[src/rtl/fertiliser_tank_driver_if.sv]
// fertiliser_tank_driver_if: command/status bundle between the fertilising controller and the tank driver
interface fertiliser_tank_driver_if #(parameter int LEVEL_W = 8);
  logic fertilising, cleaning, refill_pulse;
  logic dose_valve, flush_valve, critical_level, empty_tank, busy;
  logic [LEVEL_W-1:0] level;
  modport master(
    output fertilising, cleaning, refill_pulse,
    input dose_valve, flush_valve, critical_level, empty_tank, busy, level
  );
  modport slave(
    input fertilising, cleaning, refill_pulse,
    output dose_valve, flush_valve, critical_level, empty_tank, busy, level
  );
endinterface

[src/rtl/fertiliser_tank_driver.sv]
// fertiliser_tank_driver: drives dose/flush valves and tracks tank level from refills and timed dosing
module fertiliser_tank_driver #(
  parameter int LEVEL_W = 8,
  parameter int CAPACITY = 200,
  parameter int CRITICAL = 32,
  parameter int DOSE_TICKS = 16,
  parameter int FLUSH_CYCLES = 64
) (
  input logic clock,
  input logic reset,
  fertiliser_tank_driver_if.slave bus
);
  localparam int TW = $clog2(DOSE_TICKS + 1);
  localparam int FW = $clog2(FLUSH_CYCLES + 1);
  localparam logic [TW-1:0] TICK_TOP = TW'(DOSE_TICKS - 1);
  localparam logic [FW-1:0] FLUSH_TOP = FW'(FLUSH_CYCLES - 1);
  localparam logic [LEVEL_W-1:0] CAP = LEVEL_W'(CAPACITY);
  localparam logic [LEVEL_W-1:0] CRIT = LEVEL_W'(CRITICAL);
  typedef enum logic [1:0] {IDLE, DOSE, FLUSH, DONE} state_t;
  state_t state, state_nx;
  logic [LEVEL_W-1:0] level, level_nx, drained;
  logic [TW-1:0] tick, tick_nx;
  logic [FW-1:0] fcnt, fcnt_nx;
  logic dec;
  always_ff @(posedge clock or negedge reset)
    if (!reset) begin
      state <= IDLE;
      level <= '0;
      tick <= '0;
      fcnt <= '0;
    end else begin
      state <= state_nx;
      level <= level_nx;
      tick <= tick_nx;
      fcnt <= fcnt_nx;
    end
  always_comb begin
    state_nx = state;
    tick_nx = tick;
    fcnt_nx = fcnt;
    dec = 1'b0;
    case (state)
      IDLE:
        if (bus.cleaning) begin
          state_nx = FLUSH;
          fcnt_nx = FLUSH_TOP;
        end else if (bus.fertilising && level != '0) begin
          state_nx = DOSE;
          tick_nx = TICK_TOP;
        end
      DOSE:
        if (!bus.fertilising) state_nx = IDLE;
        else if (tick == '0) begin
          dec = level != '0;
          tick_nx = TICK_TOP;
        end else tick_nx = tick - 1'b1;
      FLUSH:
        if (fcnt == '0) state_nx = DONE;
        else fcnt_nx = fcnt - 1'b1;
      DONE: if (!bus.cleaning) state_nx = IDLE;
      default: state_nx = IDLE;
    endcase
    // a refill landing on a decrement cycle cancels it, so saturation is judged after the drain
    drained = level - LEVEL_W'(dec);
    level_nx = (bus.refill_pulse && drained < CAP) ? drained + 1'b1 : drained;
    if (state == FLUSH) level_nx = (fcnt == '0) ? '0 : level;
    if (state == DOSE && dec && level_nx == '0) state_nx = IDLE;
  end
  assign bus.dose_valve = state == DOSE;
  assign bus.flush_valve = state == FLUSH;
  assign bus.busy = state != IDLE;
  assign bus.level = level;
  assign bus.empty_tank = level == '0;
  assign bus.critical_level = level <= CRIT;
endmodule

[src/flat_wrapper.sv]
// flat-port wrapper written by rule: the top's interface ports become plain ports
module fertiliser_tank_driver_flat 
#(
  parameter int LEVEL_W = 8,
  parameter int CAPACITY = 200,
  parameter int CRITICAL = 32,
  parameter int DOSE_TICKS = 16,
  parameter int FLUSH_CYCLES = 64
)
  (clock, reset, bus_fertilising, bus_cleaning, bus_refill_pulse, bus_dose_valve, bus_flush_valve, bus_critical_level, bus_empty_tank, bus_busy, bus_level);
  fertiliser_tank_driver_if #(.LEVEL_W(LEVEL_W)) bus_i ();
  input logic clock;
  input logic reset;
  input wire logic [$bits(bus_i.fertilising)-1:0] bus_fertilising;
  input wire logic [$bits(bus_i.cleaning)-1:0] bus_cleaning;
  input wire logic [$bits(bus_i.refill_pulse)-1:0] bus_refill_pulse;
  output wire logic [$bits(bus_i.dose_valve)-1:0] bus_dose_valve;
  output wire logic [$bits(bus_i.flush_valve)-1:0] bus_flush_valve;
  output wire logic [$bits(bus_i.critical_level)-1:0] bus_critical_level;
  output wire logic [$bits(bus_i.empty_tank)-1:0] bus_empty_tank;
  output wire logic [$bits(bus_i.busy)-1:0] bus_busy;
  output wire logic [$bits(bus_i.level)-1:0] bus_level;
  assign bus_i.fertilising = bus_fertilising;
  assign bus_i.cleaning = bus_cleaning;
  assign bus_i.refill_pulse = bus_refill_pulse;
  assign bus_dose_valve = bus_i.dose_valve;
  assign bus_flush_valve = bus_i.flush_valve;
  assign bus_critical_level = bus_i.critical_level;
  assign bus_empty_tank = bus_i.empty_tank;
  assign bus_busy = bus_i.busy;
  assign bus_level = bus_i.level;
  fertiliser_tank_driver #(.LEVEL_W(LEVEL_W), .CAPACITY(CAPACITY), .CRITICAL(CRITICAL), .DOSE_TICKS(DOSE_TICKS), .FLUSH_CYCLES(FLUSH_CYCLES)) u_core (.clock(clock), .reset(reset), .bus(bus_i));
endmodule
[config.mk]
export PLATFORM = sky130hd
export DESIGN_NAME = fertiliser_tank_driver_flat
export DESIGN_NICKNAME = d
export VERILOG_FILES = /design/src/rtl/fertiliser_tank_driver_if.sv /design/src/rtl/fertiliser_tank_driver.sv /design/src/flat_wrapper.sv
export SDC_FILE = /design/constraint.sdc
export NUM_CORES = 1
export LEC_CHECK = 0
export BUFFER_PORTS_ARGS = -buffer_cell sky130_fd_sc_hd__buf_4
export CORE_MARGIN = 2
export CORE_UTILIZATION = 30
export CTS_BUF_LIST = sky130_fd_sc_hd__clkbuf_4
export DETAILED_ROUTE_END_ITERATION = 12
export MAX_ROUTING_LAYER = met4
export PLACE_DENSITY = 0.46
export RECOVER_POWER = 25
export SYNTH_ARGS = -nofsm -noshare
export SYNTH_HDL_FRONTEND = slang
export SYNTH_SLANG_ARGS = --single-unit
[constraint.sdc]
create_clock -name clock -period 6.7 [get_ports clock]
set_clock_uncertainty 0.1 [all_clocks]
set_input_delay 1.34 -clock clock [delete_from_list [all_inputs] [get_ports clock]]
set_output_delay 1.34 -clock clock [all_outputs]
set_load 0.03 [all_outputs]
==> results of run 1 <==
[synth_stat cells, types with 2 or more instances]
master	n	area share
sky130_fd_sc_hd__buf_4	2	0.0091
sky130_fd_sc_hd__nor3_1	9	0.027
sky130_fd_sc_hd__nor4_1	5	0.019
sky130_fd_sc_hd__o31a_1	2	0.011
sky130_fd_sc_hd__buf_2	6	0.018
sky130_fd_sc_hd__o21a_1	3	0.014
sky130_fd_sc_hd__nand2b_1	4	0.015
sky130_fd_sc_hd__nand2_1	31	0.070
sky130_fd_sc_hd__xnor2_1	14	0.074
sky130_fd_sc_hd__xor2_1	4	0.021
sky130_fd_sc_hd__or2_2	2	0.0076
sky130_fd_sc_hd__a31oi_1	4	0.015
sky130_fd_sc_hd__nor4b_1	2	0.011
sky130_fd_sc_hd__and2_1	3	0.011
sky130_fd_sc_hd__a211oi_1	2	0.0091
sky130_fd_sc_hd__inv_1	12	0.027
sky130_fd_sc_hd__nand3_1	5	0.015
sky130_fd_sc_hd__nor2_1	14	0.032
sky130_fd_sc_hd__or3_1	3	0.011
sky130_fd_sc_hd__dfrtp_1	22	0.33
sky130_fd_sc_hd__o211ai_1	6	0.027
sky130_fd_sc_hd__nand4_1	2	0.0076
sky130_fd_sc_hd__nor2b_1	2	0.0076
sky130_fd_sc_hd__o21ai_0	9	0.027
sky130_fd_sc_hd__and3_1	2	0.0076
sky130_fd_sc_hd__a21oi_1	3	0.0091
sky130_fd_sc_hd__a21o_1	2	0.0091
sky130_fd_sc_hd__ha_1	7	0.053
[through the flow]
stage | worst slack [ps] | power, W | hold WS (ps) | utilization | instance area (sq um)
floorplan | 2490 | 0.000508 | 368 | - | 1660
global placement | 2450 | 0.000621 | 396 | 0.337 | 1820
detailed placement | 2400 | 0.000619 | 394 | 0.337 | 1820
CTS | 2470 | 0.000726 | 410 | 0.347 | 1870
global route | 2180 | 0.000783 | 466 | 0.346 | 1870
finish | 2460 | 0.000716 | 407 | 0.346 | 1870
[where the power goes]
group	total (W)	switching (W)	internal (W)	leakage, nW
clock network	0.000104	0.0000430	0.0000605	0.0279
logic	0.000378	0.000235	0.000143	0.498
registers	0.000234	0.0000601	0.000174	0.253
total	0.000716	0.000338	0.000378	0.780
[logic make-up (layout without fill, tap and decap cells)]
family,count (synthesis),count (layout),share of synthesized area
and+or+nand+nor,93,93,0.289
AOI/OAI and AO/OA,37,37,0.153
DFF,22,22,0.333
buffers and inverters,22,34,0.0635
xor gates and xnor gates,18,18,0.0952
adders and majority gates,7,7,0.0529
muxes,2,2,0.0128
[worst max path at each step]
| stage | from | end | cells after the start |
|---|---|---|---|
| after global routing | u_core.bus.level[2] | u_core.state[0] | 14 |
| final | u_core.bus.level[2] | u_core.state[0] | 14 |
| after CTS | u_core.bus.level[2] | u_core.state[0] | 14 |
| after global placement | bus_fertilising | u_core.state[0] | 13 |
| after floorplan | u_core.bus.level[4] | u_core.state[0] | 16 |
| after detailed placement | bus_fertilising | u_core.state[0] | 13 |
[cell type report]
cell class | count | area [sq um] | share of cell area
multi-input combinational | 157 | 1000 | 0.535
sequential | 22 | 551 | 0.295
timing repair buffer | 18 | 131 | 0.0703
tap | 72 | 90.1 | 0.0482
inverter | 12 | 45.0 | 0.0241
clock inverter | 1 | 30.0 | 0.0161
clock buffer | 3 | 22.5 | 0.0120
[metal layers]
metal / up-vias / routed length (um)
met1: 697 / 1910
met2: 12 / 1860
li1: 729 / -
met5: - / 0
met4: 0 / 16
met3: 2 / 79
[sequential cells by signal, indices dropped and copies added, names as in the netlist]
name,count
u_core.bus.level,8
u_core.fcnt,7
u_core.state,2
u_core.tick,5
[worst max-delay path: stages (launching register included)]
cell,delay [ps]
sky130_fd_sc_hd__dfrtp_1,540
sky130_fd_sc_hd__nor3_1,420
sky130_fd_sc_hd__nand3_1,170
sky130_fd_sc_hd__nor2b_1,360
sky130_fd_sc_hd__nor2_1,100
sky130_fd_sc_hd__ha_1,230
sky130_fd_sc_hd__ha_1,310
sky130_fd_sc_hd__xnor2_1,180
sky130_fd_sc_hd__nor3_1,340
sky130_fd_sc_hd__and3_1,290
sky130_fd_sc_hd__nand2_1,100
sky130_fd_sc_hd__o2111a_1,230
sky130_fd_sc_hd__a221o_1,280
sky130_fd_sc_hd__nand4bb_1,190
sky130_fd_sc_hd__o31a_1,300
==> implementation parameters, run 1 <==
Parameter                              Value

Setup path
  Start of the worst register-to-register path    u_core.bus.level[2]
  Sort of element at the end of the critical path    register
  R2R depth    14
  Critical path class    register to register
  Highest fanout seen on the critical path    12
  Arrival time at the worst endpoint    about 4400 ps
  Worst path required time    6820 ps
  Critical Path Source Type    register
  R2R Setup Slk    approximately 2500 ps
  Endpoint of the lowest-slack register-to-register path    u_core.state[0]

Finish
  Share of cells above drive strength 1    0.131
  Non-Filler Instances    around 290
  Commonest non-fill, non-tap cells in the layout    sky130_fd_sc_hd__nand2_1, sky130_fd_sc_hd__dfrtp_1, sky130_fd_sc_hd__buf_4
  Post-synthesis to final-layout area growth    12.9%
  Number of fillers in the final layout    a little over 600
  Most common library cell in the layout ignoring fill and taps    sky130_fd_sc_hd__nand2_1
  Final Net Count    226
  Total inserted antenna cells    0

Floorplan
  Die Span X    just under 80 um
  Height of the die    roughly 78 um
  Initial core utilization    0.306
  Num ports    18
  Area inside the core boundary    between 0.005 and 0.006 sq mm
  Count of standard-cell rows    27
  Die outline area    just over 0.006 sq mm

Route
  Residual DRC    0
  Routed via count    about 1,400
  Number of search-and-repair iterations in the first detailed-routing pass    4
  Violation count after the first detailed-route iteration    51
  Wire length per cell    roughly 14 um
  Vias per inst    between 5 and 6
  Wire length after detailed routing    3870 um
  Routed Antenna Nets    0

Clocking
  Clock transition at the registers of the reported paths    about 140 ps
  H-tree levels    1
  Post-CTS resize count    0
  Cell chosen for the clock root    sky130_fd_sc_hd__clkbuf_4
  Clk sink count    22
  Latest clock arrival within the worst-skew pair    between 300 and 400 ps
  Hold_buf cts    0
  Clock tree from TritonCTS    done
  TritonCTS Buffers    3
  CTS Buffer Depth    2
  Number of setup buffers added after CTS    0

STA
  Relative slew slack    0.180
  Setup violators final    0
  Worst-Margin Slew    approximately 1200 ps
  Share of the clock period used by the worst path    0.633
  Number of max-slew violations in the final report    0
  Sum of negative setup slack    0 ps
  F_max    roughly 240 MHz
  Unrepaired setup endpoints after global routing    no
  Final period demand of the worst path    between 4000 and 5000 ps
  Final Hold Violating Endpoints    0

Yosys
  Async set-reset flop share out of synthesis    1.00
  Post-synth top flop    sky130_fd_sc_hd__dfrtp_1
  EDFF count, synth    0
  Netlist Area Pre-Place    between 0.0015 and 0.002 sq mm
  Post-synthesis sequential area ratio    0.333
  Post-Synthesis Net Count    ~210
  Synthesized flop and latch total    22
  Instance count of the mapped netlist    between 200 and 250
  Syn_area_per_cell    slightly above 8 sq um
  Unique masters post-synth    47
  Total number of yosys warnings    0

Min path
  End point of the worst hold path    u_core.fcnt[0]
  Startpoint of the worst hold path    u_core.fcnt[0]
  Hold path depth    1
  Type of the most critical hold path    register to register

Pwr
  Peak ir drop on the vdd network    between 0.1 and 0.15 mV
  Leak Pwr    0.780 nW
  Pwr Density    about 380 mW/mm^2

Run status
  Result of the run    finished, final reports clean

GRT
  Via count of the first global-routing pass    1,440
  GR peak layer    met2
  GR Layer Usage met3    0.0264
  Global-route total usage across every layer    0.141
  Wire length of the first global-routing pass    a little under 7000 um
  Total global routing overflow    0
  Met1 Track Usage GR    0.189
  Met2 usage    0.228
  Number of antenna violations at the first check in global routing    0
  Maximum number of pins on one net before global-route repair    23

Place
  Final weighted congestion in routability-driven placement    between 0.9 and 1
  Buffers on Ports    17
  Half-perimeter wire length after placement    a little over 3000 um
  Placed Instances    roughly 280

Flow run
  Max-cap check violation count    0
No activity file was read; power rests on OpenSTA's default activity.
==> run 2, diff against run 1 <==
==> constraint.sdc (replaced) <==
create_clock -name clock -period 4.1 [get_ports clock]
set_clock_uncertainty 0.1 [all_clocks]
set_input_delay 0.82 -clock clock [delete_from_list [all_inputs] [get_ports clock]]
set_output_delay 0.82 -clock clock [all_outputs]
set_load 0.03 [all_outputs]
==> run 2 against run 1 <==
Hold slack gained 12 ps; highest routed layer unchanged; fmax grew 11%; combinational power grew 87%; sequential share of layout area shrank 0.97 points; largest cell class unchanged.
==> implementation parameters, run 2 (synthesis results as in run 1) <==
Parameter                              Value

Run status
  Result of the run    finished, final reports clean (unchanged)

Clocking
  CTS Buffer Depth    2 (unchanged)
  Clock transition at the registers of the reported paths    130 ps (was 140 ps)
  Cell chosen for the clock root    sky130_fd_sc_hd__clkbuf_4 (unchanged)
  TritonCTS Buffers    3 (unchanged)
  Latest clock arrival within the worst-skew pair    310 ps (was 320 ps)
  Number of setup buffers added after CTS    0 (unchanged)
  Clk sink count    22 (unchanged)
  H-tree levels    1 (unchanged)
  Clock tree from TritonCTS    done (unchanged)

Floorplan
  Num ports    18 (unchanged)
  Count of standard-cell rows    27 (unchanged)
  Die outline area    0.00613 sq mm (unchanged)
  Die Span X    78.3 um (unchanged)
  Height of the die    78.3 um (unchanged)
  Area inside the core boundary    0.00541 sq mm (unchanged)
  Initial core utilization    0.306 (unchanged)

GRT
  Maximum number of pins on one net before global-route repair    23 (unchanged)
  Number of antenna violations at the first check in global routing    0 (unchanged)
  Via count of the first global-routing pass    1,456 (was 1,440)
  Total global routing overflow    0 (unchanged)
  Global-route total usage across every layer    0.151 (was 0.141)
  Wire length of the first global-routing pass    7290 um (was 6860 um)

Route
  Wire length after detailed routing    4110 um (was 3870 um)
  Residual DRC    0 (unchanged)
  Wire length per cell    13.9 um (was 13.6 um)
  Routed Antenna Nets    0 (unchanged)
  Violation count after the first detailed-route iteration    63 (was 51)
  Routed via count    1,474 (was 1,440)
  Number of search-and-repair iterations in the first detailed-routing pass    4 (unchanged)
  Vias per inst    5.00 (was 5.05)

Setup path
  Sort of element at the end of the critical path    register (unchanged)
  Arrival time at the worst endpoint    3940 ps (was 4360 ps)
  Critical Path, Cell by Cell    inv_1, ha_1, nor4b_1, nand3_1, nor2_1, ha_1, ha_4, nand2_1, or3_1, and4_4, o21a_1, o2111a_1, a221o_1, nand4bb_1, o31a_1 (was nor3_1, nand3_1, nor2b_1, nor2_1, ha_1, ha_1, xnor2_1, nor3_1, and3_1, nand2_1, o2111a_1, a221o_1, nand4bb_1, o31a_1)
  Kind of cell adding the most delay to the critical path    simple AND/OR/NAND/NOR gates (unchanged)
  Crit path max-delay cell type    sky130_fd_sc_hd__dfrtp_1 (unchanged)
  Worst path most repeated cell    sky130_fd_sc_hd__ha_1
  Highest fanout seen on the critical path    9 (was 12)
  Longest individual stage delay on the worst path    420 ps (was 540 ps)
  Critical Path Source Type    register (unchanged)
  Number of buffer and inverter instances along the worst setup path    1 (was 0)
  Critical path class    register to register (unchanged)
  Worst path required time    4210 ps (was 6820 ps)

Finish
  Post-synthesis to final-layout area growth    16.8% (was 12.9%)
  Non-Filler Instances    295 (was 285)
  Largest register FFs    8 (unchanged)
  Number of fillers in the final layout    587 (was 613)
  Share of cells above drive strength 1    0.175 (was 0.131)
  Register with the most flip-flops    u_core.bus.level (unchanged)
  Area occupied by multi-input gates    0.00101 sq mm (was 1000 sq um)
  Most common library cell in the layout ignoring fill and taps    sky130_fd_sc_hd__nand2_1 (unchanged)
  Area used by sequential logic in the layout    551 sq um (unchanged)
  Share of the core filled with cells    0.358 (was 0.346)
  Final Net Count    236 (was 226)
  Commonest non-fill, non-tap cells in the layout    sky130_fd_sc_hd__nand2_1, sky130_fd_sc_hd__buf_4, sky130_fd_sc_hd__dfrtp_1 (was sky130_fd_sc_hd__nand2_1, sky130_fd_sc_hd__dfrtp_1, sky130_fd_sc_hd__buf_4)
  Total inserted antenna cells    0 (unchanged)
  Registers with the most flip-flops    u_core.bus.level (8), u_core.fcnt (7), u_core.tick (5) (unchanged)

Place
  Placed Instances    291 (was 281)
  Buffers on Ports    17 (unchanged)
  Half-perimeter wire length after placement    3240 um (was 3030 um)
  Final weighted congestion in routability-driven placement    0.830 (was 0.907)

STA
  Share of the clock period used by the worst path    0.933 (was 0.633)
  Worst-Margin Slew    1230 ps (about the same)
  Final Hold Violating Endpoints    0 (unchanged)
  Final period demand of the worst path    3830 ps (was 4240 ps)
  Relative slew slack    0.177 (was 0.180)
  Sum of negative setup slack    0 ps (unchanged)
  Number of max-slew violations in the final report    0 (unchanged)
  Setup violators final    0 (unchanged)
  Unrepaired setup endpoints after global routing    no (unchanged)
  F_max    261 MHz (was 236 MHz)

Pwr
  Peak ir drop on the vdd network    0.193 mV (was 0.138 mV)
  Leak Pwr    0.820 nW (was 0.780 nW)
  Pwr Density    603 mW/mm^2 (was 383 mW/mm^2)

Flow run
  Max-cap check violation count    0 (unchanged)

Min path
  Type of the most critical hold path    register to register (unchanged)
[run 2: changes by cell type in the layout (fill, tap and decap cells not counted), sizes merged]
cell / previous run / this run
bufinv: 1 / 0
buf: 17 / 27
clkinv: 0 / 1
[run 2: layout make-up]
type / instances / area share
multi-input cells: 157 / 0.525
flip-flops and latches: 22 / 0.285
repair buffers: 28 / 0.107
well taps: 72 / 0.0466
inverters: 12 / 0.0233
clock buffers: 3 / 0.0117
clock inverters: 1 / 0.00194
[run 2: power breakdown]
part | total (W) | switching [W] | internal [W]
combinational | 0.000708 | 0.000436 | 0.000271
clock | 0.000105 | 0.0000697 | 0.0000355
sequential | 0.000353 | 0.0000682 | 0.000285
total | 0.00117 | 0.000574 | 0.000592
[run 2: worst register-to-register path: cells and delay by family, from the launching register on]
family,cells,cell delay [ps]
simple gates,7,1440
compound gates,4,1040
fa+ha+maj,3,630
flops,1,420
buf+inv,1,110
[run 2: what timing repair did]
item / 4_1_cts / 5_1_grt
resized for setup: 0 / 2
hold buffers: 0 / 0
setup endpoints to repair: 0 / 2
[run 2: path summary, 6_finish.rpt]
path	cells past startpoint	start	slack [ps]	to
max in group asynchronous	1	reset	2540	u_core.bus.level[2]
setup / recovery	15	u_core.tick[0]	270	u_core.state[0]
min in group asynchronous	1	reset	640	u_core.state[1]
hold reg to reg	1	u_core.fcnt[0]	420	u_core.fcnt[0]
setup reg to reg	15	u_core.tick[0]	270	u_core.state[0]
hold / removal	1	u_core.fcnt[0]	420	u_core.fcnt[0]
[run 2: routing by layer]
layer  part of all wire  track usage
met5                  0            -
met3              0.034       0.0115
met2               0.49        0.239
met4             0.0073       0.0386
met1               0.47        0.211
[run 2: through the flow]
stage / area (sq um) / power [W] / hold WS, ps / worst slack [ps]
finish: 1930 / 0.00117 / 419 / 275
CTS: 1920 / 0.00118 / 279 / 157
floorplan: 1660 / 0.000834 / 368 / 95.8
detailed placement: 1900 / 0.00107 / 401 / 169
global route: 1930 / 0.00128 / 451 / 30.5
global placement: 1900 / 0.00107 / 394 / 250
==> run 3, diff against run 2 <==
--- a/config.mk
+++ b/config.mk
@@ -13,6 +13,7 @@
 export MAX_ROUTING_LAYER = met4
 export PLACE_DENSITY = 0.46
 export RECOVER_POWER = 25
+export SETUP_SLACK_MARGIN = 0.1
 export SYNTH_ARGS = -nofsm -noshare
 export SYNTH_HDL_FRONTEND = slang
 export SYNTH_SLANG_ARGS = --single-unit
==> constraint.sdc (replaced) <==
create_clock -name clock -period 3.8 [get_ports clock]
set_clock_uncertainty 0.1 [all_clocks]
set_input_delay 0.76 -clock clock [delete_from_list [all_inputs] [get_ports clock]]
set_output_delay 0.76 -clock clock [all_outputs]
set_load 0.03 [all_outputs]
==> run 3 against run 2 <==
Clock power rose by 73%; sequential cell count unchanged; non-clock buffer count is 7 higher; via count up 0.14%; final area grew 8.2%; die area stayed put; setup slack better by 29 ps; hold slack worse by 11 ps; critical endpoint is now u_core.bus.level[2]; largest cell class unchanged; highest routed layer is now met3.
==> implementation parameters, run 3 (synthesis results as in run 1) <==
Parameter                              Value

Run status
  Result of the run    finished, final reports clean (unchanged)

Pwr
  Overall power of the completed layout    0.00140 W (was 0.00117 W)
  Pwr Density    670 mW/mm^2 (was 603 mW/mm^2)
  Peak ir drop on the vdd network    0.371 mV (was 0.193 mV)
  Leak Pwr    0.873 nW (was 0.820 nW)

STA
  Relative slew slack    0.180 (was 0.177)
  Share of the clock period used by the worst path    0.920 (was 0.933)
  Number of max-slew violations in the final report    0 (unchanged)
  Worst-Margin Slew    1230 ps (about the same)
  Final period demand of the worst path    3500 ps (was 3830 ps)
  Final Hold Violating Endpoints    0 (unchanged)
  Unrepaired setup endpoints after global routing    no (unchanged)
  F_max    286 MHz (was 261 MHz)
  Worst hold margin    409 ps (was 419 ps)
  Setup violators final    0 (unchanged)

GRT
  Global-route total usage across every layer    0.150 (was 0.151)
  Wire length of the first global-routing pass    7200 um (was 7290 um)
  Total global routing overflow    0 (unchanged)
  Via count of the first global-routing pass    1,444 (was 1,456)
  Maximum number of pins on one net before global-route repair    23 (unchanged)
  Number of antenna violations at the first check in global routing    0 (unchanged)

Finish
  Share of cells above drive strength 1    0.265 (was 0.175)
  Register with the most flip-flops    u_core.bus.level (unchanged)
  Post-synthesis to final-layout area growth    26.3% (was 16.8%)
  Most common library cell in the layout ignoring fill and taps    sky130_fd_sc_hd__buf_4 (was sky130_fd_sc_hd__nand2_1)
  Commonest non-fill, non-tap cells in the layout    sky130_fd_sc_hd__buf_4, sky130_fd_sc_hd__nand2_1, sky130_fd_sc_hd__dfrtp_1 (was sky130_fd_sc_hd__nand2_1, sky130_fd_sc_hd__buf_4, sky130_fd_sc_hd__dfrtp_1)
  Share of the core filled with cells    0.387 (was 0.358)
  Largest register FFs    8 (unchanged)
  Final Net Count    243 (was 236)
  Non-Filler Instances    302 (was 295)
  Total inserted antenna cells    0 (unchanged)
  Fin area    0.00209 sq mm (was 0.00193 sq mm)
  Number of fillers in the final layout    581 (was 587)
  Registers with the most flip-flops    u_core.bus.level (8), u_core.fcnt (7), u_core.tick (5) (unchanged)

Setup path
  Sort of element at the end of the critical path    register (unchanged)
  Longest individual stage delay on the worst path    460 ps (was 420 ps)
  Worst path most repeated cell    sky130_fd_sc_hd__ha_4 (was sky130_fd_sc_hd__ha_1)
  Endpoint of the lowest-slack register-to-register path    u_core.bus.level[2] (was u_core.state[0])
  Start of the worst register-to-register path    u_core.tick[0] (unchanged)
  Highest fanout seen on the critical path    5 (was 9)
  Critical Path, Cell by Cell    inv_2, ha_2, nor4b_4, nand3_2, nor2_4, ha_4, ha_4, nand2_1, or3_4, and4_4, o21a_1, or3_1, nand4_1, or3b_2 (was inv_1, ha_1, nor4b_1, nand3_1, nor2_1, ha_1, ha_4, nand2_1, or3_1, and4_4, o21a_1, o2111a_1, a221o_1, nand4bb_1, o31a_1)
  Critical Path Source Type    register (unchanged)
  R2R depth    14 (was 15)
  R2R Setup Slk    300 ps (was 270 ps)
  Critical path class    register to register (unchanged)
  Arrival time at the worst endpoint    3580 ps (was 3940 ps)
  Worst path required time    3880 ps (was 4210 ps)
  Crit path max-delay cell type    sky130_fd_sc_hd__or3b_2 (was sky130_fd_sc_hd__dfrtp_1)

Min path
  Hold path depth    1 (unchanged)
  End point of the worst hold path    u_core.fcnt[0] (unchanged)
  Startpoint of the worst hold path    u_core.fcnt[0] (unchanged)
  Type of the most critical hold path    register to register (unchanged)

Route
  Wire length after detailed routing    4100 um (was 4110 um)
  Number of search-and-repair iterations in the first detailed-routing pass    4 (unchanged)
  Vias per inst    4.89 (was 5.00)
  Wire length per cell    13.6 um (was 13.9 um)
  Residual DRC    0 (unchanged)
  Routed via count    1,476 (was 1,474)
  Routed Antenna Nets    0 (unchanged)
  Violation count after the first detailed-route iteration    97 (was 63)

Clocking
  H-tree levels    1 (unchanged)
  Hold_buf cts    0 (unchanged)
  Clk sink count    22 (unchanged)
  TritonCTS Buffers    3 (unchanged)
  Latest clock arrival within the worst-skew pair    320 ps (was 310 ps)
  Cell chosen for the clock root    sky130_fd_sc_hd__clkbuf_4 (unchanged)
  CTS Buffer Depth    2 (unchanged)
  Clock transition at the registers of the reported paths    140 ps (was 130 ps)
  Clock tree from TritonCTS    done (unchanged)

Floorplan
  Num ports    18 (unchanged)
  Count of standard-cell rows    27 (unchanged)
  Initial core utilization    0.306 (unchanged)
  Height of the die    78.3 um (unchanged)
  Area inside the core boundary    0.00541 sq mm (unchanged)
  Die Span X    78.3 um (unchanged)
  Die outline area    0.00613 sq mm (unchanged)

Place
  Half-perimeter wire length after placement    3150 um (was 3240 um)
  Final weighted congestion in routability-driven placement    0.814 (was 0.830)
  Instance area at placement    0.00196 sq mm (was 0.00190 sq mm)
  Placed Instances    296 (was 291)
  Buffers on Ports    17 (unchanged)

Flow run
  Max-cap check violation count    0 (unchanged)
## run 3: changes by cell type in the layout (fill, tap and decap cells not counted), moves of 2 or more
cell | before | now
sky130_fd_sc_hd__buf_4 | 27 | 34
sky130_fd_sc_hd__nor3_1 | 9 | 7
sky130_fd_sc_hd__dfrtp_2 | 0 | 2
sky130_fd_sc_hd__inv_2 | 0 | 2
sky130_fd_sc_hd__dfrtp_1 | 22 | 20
sky130_fd_sc_hd__ha_1 | 6 | 4
sky130_fd_sc_hd__nand3_1 | 5 | 3
sky130_fd_sc_hd__inv_1 | 12 | 10
sky130_fd_sc_hd__nand3_2 | 0 | 2
## run 3: routing by layer
metal	vias up	wire length [um]	GRT usage	part of all wire
met2	16	1840	0.219	0.45
met4	0	0	0.0158	0
li1	764	-	-	-
met5	-	0	-	0
met3	0	101	0.0253	0.025
met1	696	2150	0.227	0.53
## run 3: worst max-delay path, delay by kind of cell (launching register included)
| kind | cells | cell delay, ps |
|---|---|---|
| DFF | 1 | 430 |
| buffers and inverters | 1 | 70 |
| AOI/OAI and AO/OA | 1 | 210 |
| and+or+nand+nor | 9 | 2050 |
| adders and majority gates | 3 | 510 |
## run 3: area by class of cell
class,count,area (sq um),area share
Sequential cell,22,553,0.265
Clock buffer,3,22.5,0.0108
Timing Repair Buffer,35,259,0.124
Tap cell,72,90.1,0.0431
Inverter,12,45.0,0.0215
Clock inverter,1,30.0,0.0144
Multi-Input combinational cell,157,1090,0.522
## run 3: worst max path at each step
| stage | start | end | slack, ps | depth (start not counted) |
|---|---|---|---|---|
| after floorplan | u_core.bus.level[4] | u_core.state[0] | 100 | 16 |
| after global placement | u_core.tick[0] | u_core.state[0] | 60 | 15 |
| after detailed placement | u_core.tick[0] | u_core.state[0] | -50 | 15 |
| after CTS | u_core.tick[0] | u_core.state[0] | 110 | 15 |
| after global routing | u_core.tick[0] | u_core.state[0] | 110 | 15 |
| final | u_core.tick[0] | u_core.bus.level[2] | 300 | 14 |
## run 3: repair_timing
item	4_1_cts	5_1_grt
gates resized for setup	4	11
hold endpoints to repair	0	0
setup endpoints to repair	2	6
pin swaps	0	4
buffers inserted	0	2
## run 3: power by group
group          switching, W  internal, W  leakage [nW]  total, W
sequential        0.0000694     0.000309         0.250  0.000378
clock             0.0000756     0.000107        0.0279  0.000182
combinational      0.000505     0.000335         0.595  0.000839
## run 3: per-stage QoR
step                      worst slack (ps)  TNS [ps]
after floorplan                        101         0
after global placement                56.9         0
after detailed placement             -54.7     -54.7
after CTS                              106         0
after global routing                   114         0
final                                  304         0
